`config.mk`:
```
export PLATFORM = sky130hd
export DESIGN_NAME = gb_timer
export DESIGN_NICKNAME = d
export VERILOG_FILES = /design/src/rtl/gb_timer_pkg.sv /design/src/rtl/gb_falling_edge.sv /design/src/rtl/gb_timer.sv
export SDC_FILE = /design/constraint.sdc
export NUM_CORES = 1
export LEC_CHECK = 0
export CORE_ASPECT_RATIO = 1.2
export CORE_MARGIN = 1
export CORE_UTILIZATION = 35
export DETAILED_ROUTE_END_ITERATION = 10
export GPL_TIMING_DRIVEN = 0
export PLACE_DENSITY = 0.65
export SLEW_MARGIN = 20
export SYNTH_ARGS = -nofsm -noshare
export SYNTH_HDL_FRONTEND = slang
export SYNTH_HIERARCHICAL = 1
export SYNTH_SLANG_ARGS = --single-unit
```
`constraint.sdc`:
```
create_clock -name clk -period 5.7 [get_ports clk]
set_clock_uncertainty 0.15 [all_clocks]
set_input_delay 0.855 -clock clk [delete_from_list [all_inputs] [get_ports clk]]
set_output_delay 0.855 -clock clk [all_outputs]
set_load 0.05 [all_outputs]
```
`src/rtl/gb_timer_pkg.sv`:
```
// Shared definitions for the Game Boy DIV/TIMA/TMA/TAC timer: register map,
// TAC layout and the helper that picks the sys_cnt bit feeding TIMA.
package gb_timer_pkg;

  localparam logic [1:0] DIV_IDX  = 2'd0;
  localparam logic [1:0] TIMA_IDX = 2'd1;
  localparam logic [1:0] TMA_IDX  = 2'd2;
  localparam logic [1:0] TAC_IDX  = 2'd3;

  localparam logic [4:0] TAC_UNUSED_BITS = 5'b11111;

  // sys_cnt bit whose falling edge drives the APU frame sequencer (512 Hz).
  localparam int APU_DIV_BIT = 12;

  typedef enum logic [1:0] {
    CLK_4096   = 2'd0,
    CLK_262144 = 2'd1,
    CLK_65536  = 2'd2,
    CLK_16384  = 2'd3
  } tac_clk_e;

  typedef struct packed {
    logic     enable;
    tac_clk_e clk_sel;
  } tac_t;

  function automatic logic tac_sel_bit(input logic [15:0] sys_cnt, input tac_t tac);
    logic bit_v;
    case (tac.clk_sel)
      CLK_4096:   bit_v = sys_cnt[9];
      CLK_262144: bit_v = sys_cnt[3];
      CLK_65536:  bit_v = sys_cnt[5];
      CLK_16384:  bit_v = sys_cnt[7];
      default:    bit_v = 1'b0;
    endcase
    return bit_v;
  endfunction

endpackage

```
`src/rtl/gb_falling_edge.sv`:
```
// Registered-history falling-edge detector: fall is high in the cycle where
// sig is low and was high in the previous cycle.
module gb_falling_edge (
  input  logic clk,
  input  logic reset,
  input  logic sig,
  output logic fall
);

  logic prev_q;
  logic prev_d;

  always_comb begin
    prev_d = sig;
  end

  always_ff @(posedge clk) begin
    if (reset) begin
      prev_q <= 1'b0;
    end else begin
      prev_q <= prev_d;
    end
  end

  assign fall = prev_q & ~sig;

endmodule

```
`src/rtl/gb_timer.sv`:
```
// Game Boy timer unit: free-running DIV counter, TIMA/TMA/TAC with the
// hardware's edge-detect glitches, delayed overflow reload and APU DIV tick.
module gb_timer
  import gb_timer_pkg::*;
#(
  parameter int OVF_DELAY = 4
) (
  input  logic       clk,
  input  logic       reset,
  input  logic [1:0] cpu_addr,
  input  logic       cpu_wr,
  input  logic [7:0] cpu_wdata,
  output logic [7:0] cpu_rdata,
  output logic       irq_timer,
  output logic       apu_div_tick
);

  localparam int OVF_W = $clog2(OVF_DELAY + 1);
  localparam logic [OVF_W-1:0] OVF_LAST  = OVF_W'(OVF_DELAY);
  localparam logic [OVF_W-1:0] OVF_ONE   = OVF_W'(1);

  logic [15:0]      sys_cnt_q, sys_cnt_d;
  logic [7:0]       tima_q, tima_d;
  logic [7:0]       tma_q, tma_d;
  tac_t             tac_q, tac_d;
  logic [OVF_W-1:0] ovf_cnt_q, ovf_cnt_d;
  logic             irq_timer_q, irq_timer_d;
  logic             apu_div_tick_q, apu_div_tick_d;

  logic             wr_div, wr_tima, wr_tma, wr_tac;
  logic             tick_sig_d;
  logic             tick_fall;
  logic             apu_fall;
  logic             ovf_pending;
  logic             ovf_reload;
  logic [OVF_W-1:0] ovf_cnt_inc;

  // CPU bus: cpu_wr is a single-cycle strobe with no back-pressure; the write
  // is taken on the rising edge where it is high and reads back next cycle.
  always_comb begin
    wr_div  = cpu_wr && (cpu_addr == DIV_IDX);
    wr_tima = cpu_wr && (cpu_addr == TIMA_IDX);
    wr_tma  = cpu_wr && (cpu_addr == TMA_IDX);
    wr_tac  = cpu_wr && (cpu_addr == TAC_IDX);
  end

  always_comb begin
    sys_cnt_d = wr_div ? 16'h0000 : sys_cnt_q + 16'd1;
    tma_d     = wr_tma ? cpu_wdata : tma_q;
    tac_d     = wr_tac ? tac_t'(cpu_wdata[2:0]) : tac_q;
  end

  // Edges are taken on next-state values so DIV and TAC writes glitch TIMA
  // in the same cycle the write lands.
  always_comb begin
    tick_sig_d = tac_d.enable & tac_sel_bit(sys_cnt_d, tac_d);
  end

  gb_falling_edge u_tick_edge (
    .clk   (clk),
    .reset (reset),
    .sig   (tick_sig_d),
    .fall  (tick_fall)
  );

  gb_falling_edge u_apu_edge (
    .clk   (clk),
    .reset (reset),
    .sig   (sys_cnt_d[APU_DIV_BIT]),
    .fall  (apu_fall)
  );

  always_comb begin
    apu_div_tick_d = apu_fall;
  end

  // Reload beats a CPU TIMA write, which beats a tick increment.
  always_comb begin
    ovf_pending = (ovf_cnt_q != '0);
    ovf_cnt_inc = ovf_cnt_q + OVF_ONE;
    ovf_reload  = ovf_pending && (ovf_cnt_inc == OVF_LAST);

    tima_d      = tima_q;
    ovf_cnt_d   = ovf_pending ? ovf_cnt_inc : '0;
    irq_timer_d = 1'b0;

    if (ovf_reload) begin
      tima_d      = tma_d;
      ovf_cnt_d   = '0;
      irq_timer_d = 1'b1;
    end else if (wr_tima) begin
      tima_d    = cpu_wdata;
      ovf_cnt_d = '0;
    end else if (tick_fall) begin
      if (tima_q == 8'hFF) begin
        tima_d    = 8'h00;
        ovf_cnt_d = OVF_ONE;
      end else begin
        tima_d = tima_q + 8'd1;
      end
    end
  end

  always_ff @(posedge clk) begin
    if (reset) begin
      sys_cnt_q      <= 16'h0000;
      tima_q         <= 8'h00;
      tma_q          <= 8'h00;
      tac_q          <= tac_t'(3'b000);
      ovf_cnt_q      <= '0;
      irq_timer_q    <= 1'b0;
      apu_div_tick_q <= 1'b0;
    end else begin
      sys_cnt_q      <= sys_cnt_d;
      tima_q         <= tima_d;
      tma_q          <= tma_d;
      tac_q          <= tac_d;
      ovf_cnt_q      <= ovf_cnt_d;
      irq_timer_q    <= irq_timer_d;
      apu_div_tick_q <= apu_div_tick_d;
    end
  end

  always_comb begin
    case (cpu_addr)
      DIV_IDX:  cpu_rdata = sys_cnt_q[15:8];
      TIMA_IDX: cpu_rdata = tima_q;
      TMA_IDX:  cpu_rdata = tma_q;
      TAC_IDX:  cpu_rdata = {TAC_UNUSED_BITS, tac_q};
      default:  cpu_rdata = 8'h00;
    endcase
  end

  assign irq_timer    = irq_timer_q;
  assign apu_div_tick = apu_div_tick_q;

endmodule

```
==> run summary, run 1 <==
FF-to-FF End: ovf_cnt_q[1]
initial core utilization: 0.3704
clk_lat worst skew: 300 ps
Nets: 313
antenna viol nets, final: 0
die height: 90.22 um
deepest clock path buffer count: 2
Via-to-Cell Ratio: 5.037
Hold Slack: 354.6 ps
cell count of the worst reg-to-reg path: 11
layout cells sized above 1: 0.1149
Leak: 1.049 nW
peak supply drop: 0.1072 mV
FFs w/ async S/R, synth: 0
DR vias: 1904
most used cell, CP: clkdlybuf4s50_1
# clock sinks: 42
r2r setup slk: 2890 ps
port bufs: 22
drt wl/cell: 14.07 um
grt ovf: 0
worst-path cell chain: clkdlybuf4s50_1 -> buf_4 -> mux2i_1 -> a21oi_1 -> clkdlybuf4s50_1
Cell Area, Synth: 2270 um^2
vias in the first global route: 1826
startpoint type of the worst setup path: input pin
Antenna diodes: 0
Slew headroom: 0.5984
initial antenna violation count: 0
first-pass GRT wire length: 8611 um
final wirelength: 5317 um
crit path capture: cpu_rdata[3]
Seq cells post-synth: 42
clock root buffer: clkbuf_8
Core Area: 6128 um^2
number of flops mapped to enable cells by yosys: 0
Cells after Synth: 266
fill count: 670
Max Clock Freq: 0.2599 GHz
Power Total: 677.0 uW
die area: 6812 um^2
Crit path largest cell delay: 830 ps
worst reg2reg path startpoint: sys_cnt_q[0]
Yosys cell types: 50
hold-fix buffers at CTS: 0
Tcrit/Tclk final: 0.6749
post-CTS setup buffer count: 0
total CTS buffers: 5
slowest CP cell: clkdlybuf4s50_1
start point of the critical path: cpu_addr[0]
H-tree depth: 2
CP max FO: 10
max_cap viols: 0
Synth warnings: 6
DR iter-0 viols: 112
WP data required: 4700 ps
DP Wirelength: 4001 um
setup TNS: 0 ps
Arrival @ worst endpoint: 2840 ps
Post-route DRC: 0
Hold WC Path Type: reg -> reg
Seq/Total Area, Yosys: 0.3705
drt first pass iters: 4
Crit Path Class: in -> out
RD Place Congestion: 0.8041
status: completed
Main synth FF type: dfxtp_1
worst slew pin tran: 598.4 ps
post-cts sizing count: 0
Tot GR Track Use: 0.1667
PwrDens: 247.5 nW/um^2
post-layout min period: 3847 ps
final-report hold violation count: 0
P&R area growth vs syn: 20.51%
row count: 31
Reg clk slew, reported paths: 80 ps
max-slew violation count: 0
largest net degree at the start of global routing: 14
RSZ-0062 raised after global routing: false
Crit. End Element: output pin
I/O pin count: 23
die width: 75.51 um
final setup fails: 0
syn_nets: 284
CTS tree: built
Syn Area/Cell: 8.533 um^2
[cell usage after synthesis (2+ instances only)]
| cell type | n | area (um^2) |
|---|---|---|
| nor2_1 | 52 | 195.2 |
| dfxtp_1 | 42 | 840.8 |
| nand2_1 | 19 | 71.32 |
| mux2i_1 | 15 | 150.1 |
| a21oi_1 | 13 | 65.06 |
| inv_1 | 11 | 41.29 |
| xor2_1 | 10 | 87.58 |
| xnor2_1 | 9 | 78.83 |
| nand3_1 | 8 | 40.04 |
| nor2b_1 | 8 | 50.05 |
| o21ai_0 | 8 | 40.04 |
| nand4_1 | 6 | 37.54 |
| ha_1 | 5 | 62.56 |
| nor3_1 | 4 | 20.02 |
| nor3b_1 | 4 | 30.03 |
| buf_2 | 3 | 15.01 |
| buf_4 | 3 | 22.52 |
| mux4_2 | 3 | 67.56 |
| nand3b_1 | 3 | 22.52 |
| a31oi_1 | 2 | 12.51 |
| buf_6 | 2 | 22.52 |
| clkbuf_1 | 2 | 7.510 |
| nand2b_1 | 2 | 12.51 |
| nand4_2 | 2 | 25.02 |
| nor2b_2 | 2 | 17.52 |
| nor4_1 | 2 | 12.51 |
| o211ai_1 | 2 | 15.01 |
| or2_2 | 2 | 12.51 |
[metrics by stage]
step / util / setup WS [ps] / area [um^2] / std cells
2_1_floorplan: - / 2680 / 2270 / 266
3_3_place_gp: 0.4230 / 1849 / 2592 / 370
3_5_place_dp: 0.4230 / 1822 / 2592 / 370
4_1_cts: 0.4463 / 1841 / 2735 / 378
5_1_grt: 0.4463 / 1759 / 2735 / 378
6_report: 0.4463 / 1853 / 2735 / 378
[layout by cell type (no fill, tap or decap), types with 4 or more instances in the layout]
cell / netlist / final
inv_1: 11 / 11
a21oi_1: 13 / 13
nand3_1: 8 / 8
nor2b_1: 8 / 8
clkbuf_8: 0 / 6
xor2_1: 10 / 10
xnor2_1: 9 / 9
dfxtp_1: 42 / 42
nor2_1: 52 / 52
nor3b_1: 4 / 4
nand2_1: 19 / 19
nand4_1: 6 / 6
o21ai_0: 8 / 8
mux2i_1: 15 / 15
ha_1: 5 / 5
clkdlybuf4s50_1: 0 / 22
nor3_1: 4 / 4
[critical path: cells and delay by family]
kind / cells / cell delay, ps
multiplexers: 1 / 90
AO/OA/AOI/OAI: 1 / 200
buffers and inverters: 3 / 1690
[area by class of cell]
cell class                 count  area, um^2  area share
multi-input combinational    202        1311      0.4794
sequential                    42       840.8      0.3074
timing repair buffer          22       220.2     0.08051
tap                           82       102.6     0.03751
clock buffer                   6       82.58     0.03019
buffer                        11       76.32     0.02790
clock inverter                 2       60.06     0.02196
inverter                      11       41.29     0.01510
[cell families (layout without fill, tap and decap cells)]
family / after synthesis / count (layout) / share of synthesized area
compound gates: 37 / 37 / 0.1042
flops: 42 / 42 / 0.3705
buf+inv: 22 / 52 / 0.05182
simple gates: 122 / 122 / 0.2718
xor+xnor: 19 / 19 / 0.07332
mux: 19 / 19 / 0.1009
fa+ha+maj: 5 / 5 / 0.02756
[where the power goes]
| group | total (mW) | switching [mW] | internal (mW) |
|---|---|---|---|
| logic | 0.0762 | 0.0440 | 0.0322 |
| clock network | 0.293 | 0.106 | 0.187 |
| registers | 0.308 | 0.00786 | 0.300 |
[worst min path at each step]
stage	from	end	slack (ps)	cells past startpoint
4_1_cts	sys_cnt_q[0]	sys_cnt_q[0]	360	1
2_1_floorplan	sys_cnt_q[0]	sys_cnt_q[0]	300	1
3_5_place_dp	sys_cnt_q[0]	sys_cnt_q[0]	340	1
6_report	sys_cnt_q[0]	sys_cnt_q[0]	350	1
3_3_place_gp	sys_cnt_q[0]	sys_cnt_q[0]	340	1
5_1_grt	sys_cnt_q[0]	sys_cnt_q[0]	380	1
[state kept, by name, summed over array words and instances (netlist names)]
signal and flops:
sys_cnt_q 16, tima_q 8, tma_q 8, ovf_cnt_q 3
tac_q 3, apu_div_tick 1, irq_timer 1, u_apu_edge/prev_q 1
u_tick_edge/prev_q 1
[metal layers]
layer	up-vias	global-route usage	wire length, um
met5	-	0	0
li1	967	-	-
met3	8	0.03475	175
met4	0	0.05710	95
met2	30	0.2805	2645
met1	899	0.2051	2400
No activity file was read; power rests on OpenSTA's default activity.
==> run 2, diff against run 1 <==
==> constraint.sdc (replaced) <==
create_clock -name clk -period 3.8 [get_ports clk]
set_clock_uncertainty 0.15 [all_clocks]
set_input_delay 0.57 -clock clk [delete_from_list [all_inputs] [get_ports clk]]
set_output_delay 0.57 -clock clk [all_outputs]
set_load 0.05 [all_outputs]
==> results of run 2 <==
Same layout as run 1 (identical final DEF). Status: completed.
Among the figures that moved: setup slack after placement 1822 ps -> 206.7 ps; clock-pin slew on the worst setup and hold paths 80 ps -> 90 ps; setup slack after layout 1853 ps -> 514.7 ps; start point of the critical path cpu_addr[0] -> cpu_addr[1]; end point of the critical path cpu_rdata[3] -> ovf_cnt_q[1]; register-to-register setup slack 2890 ps -> 990 ps; total power 0.6770 mW -> 1.015 mW; worst IR drop on VDD 0.1072 mV -> 0.1609 mV
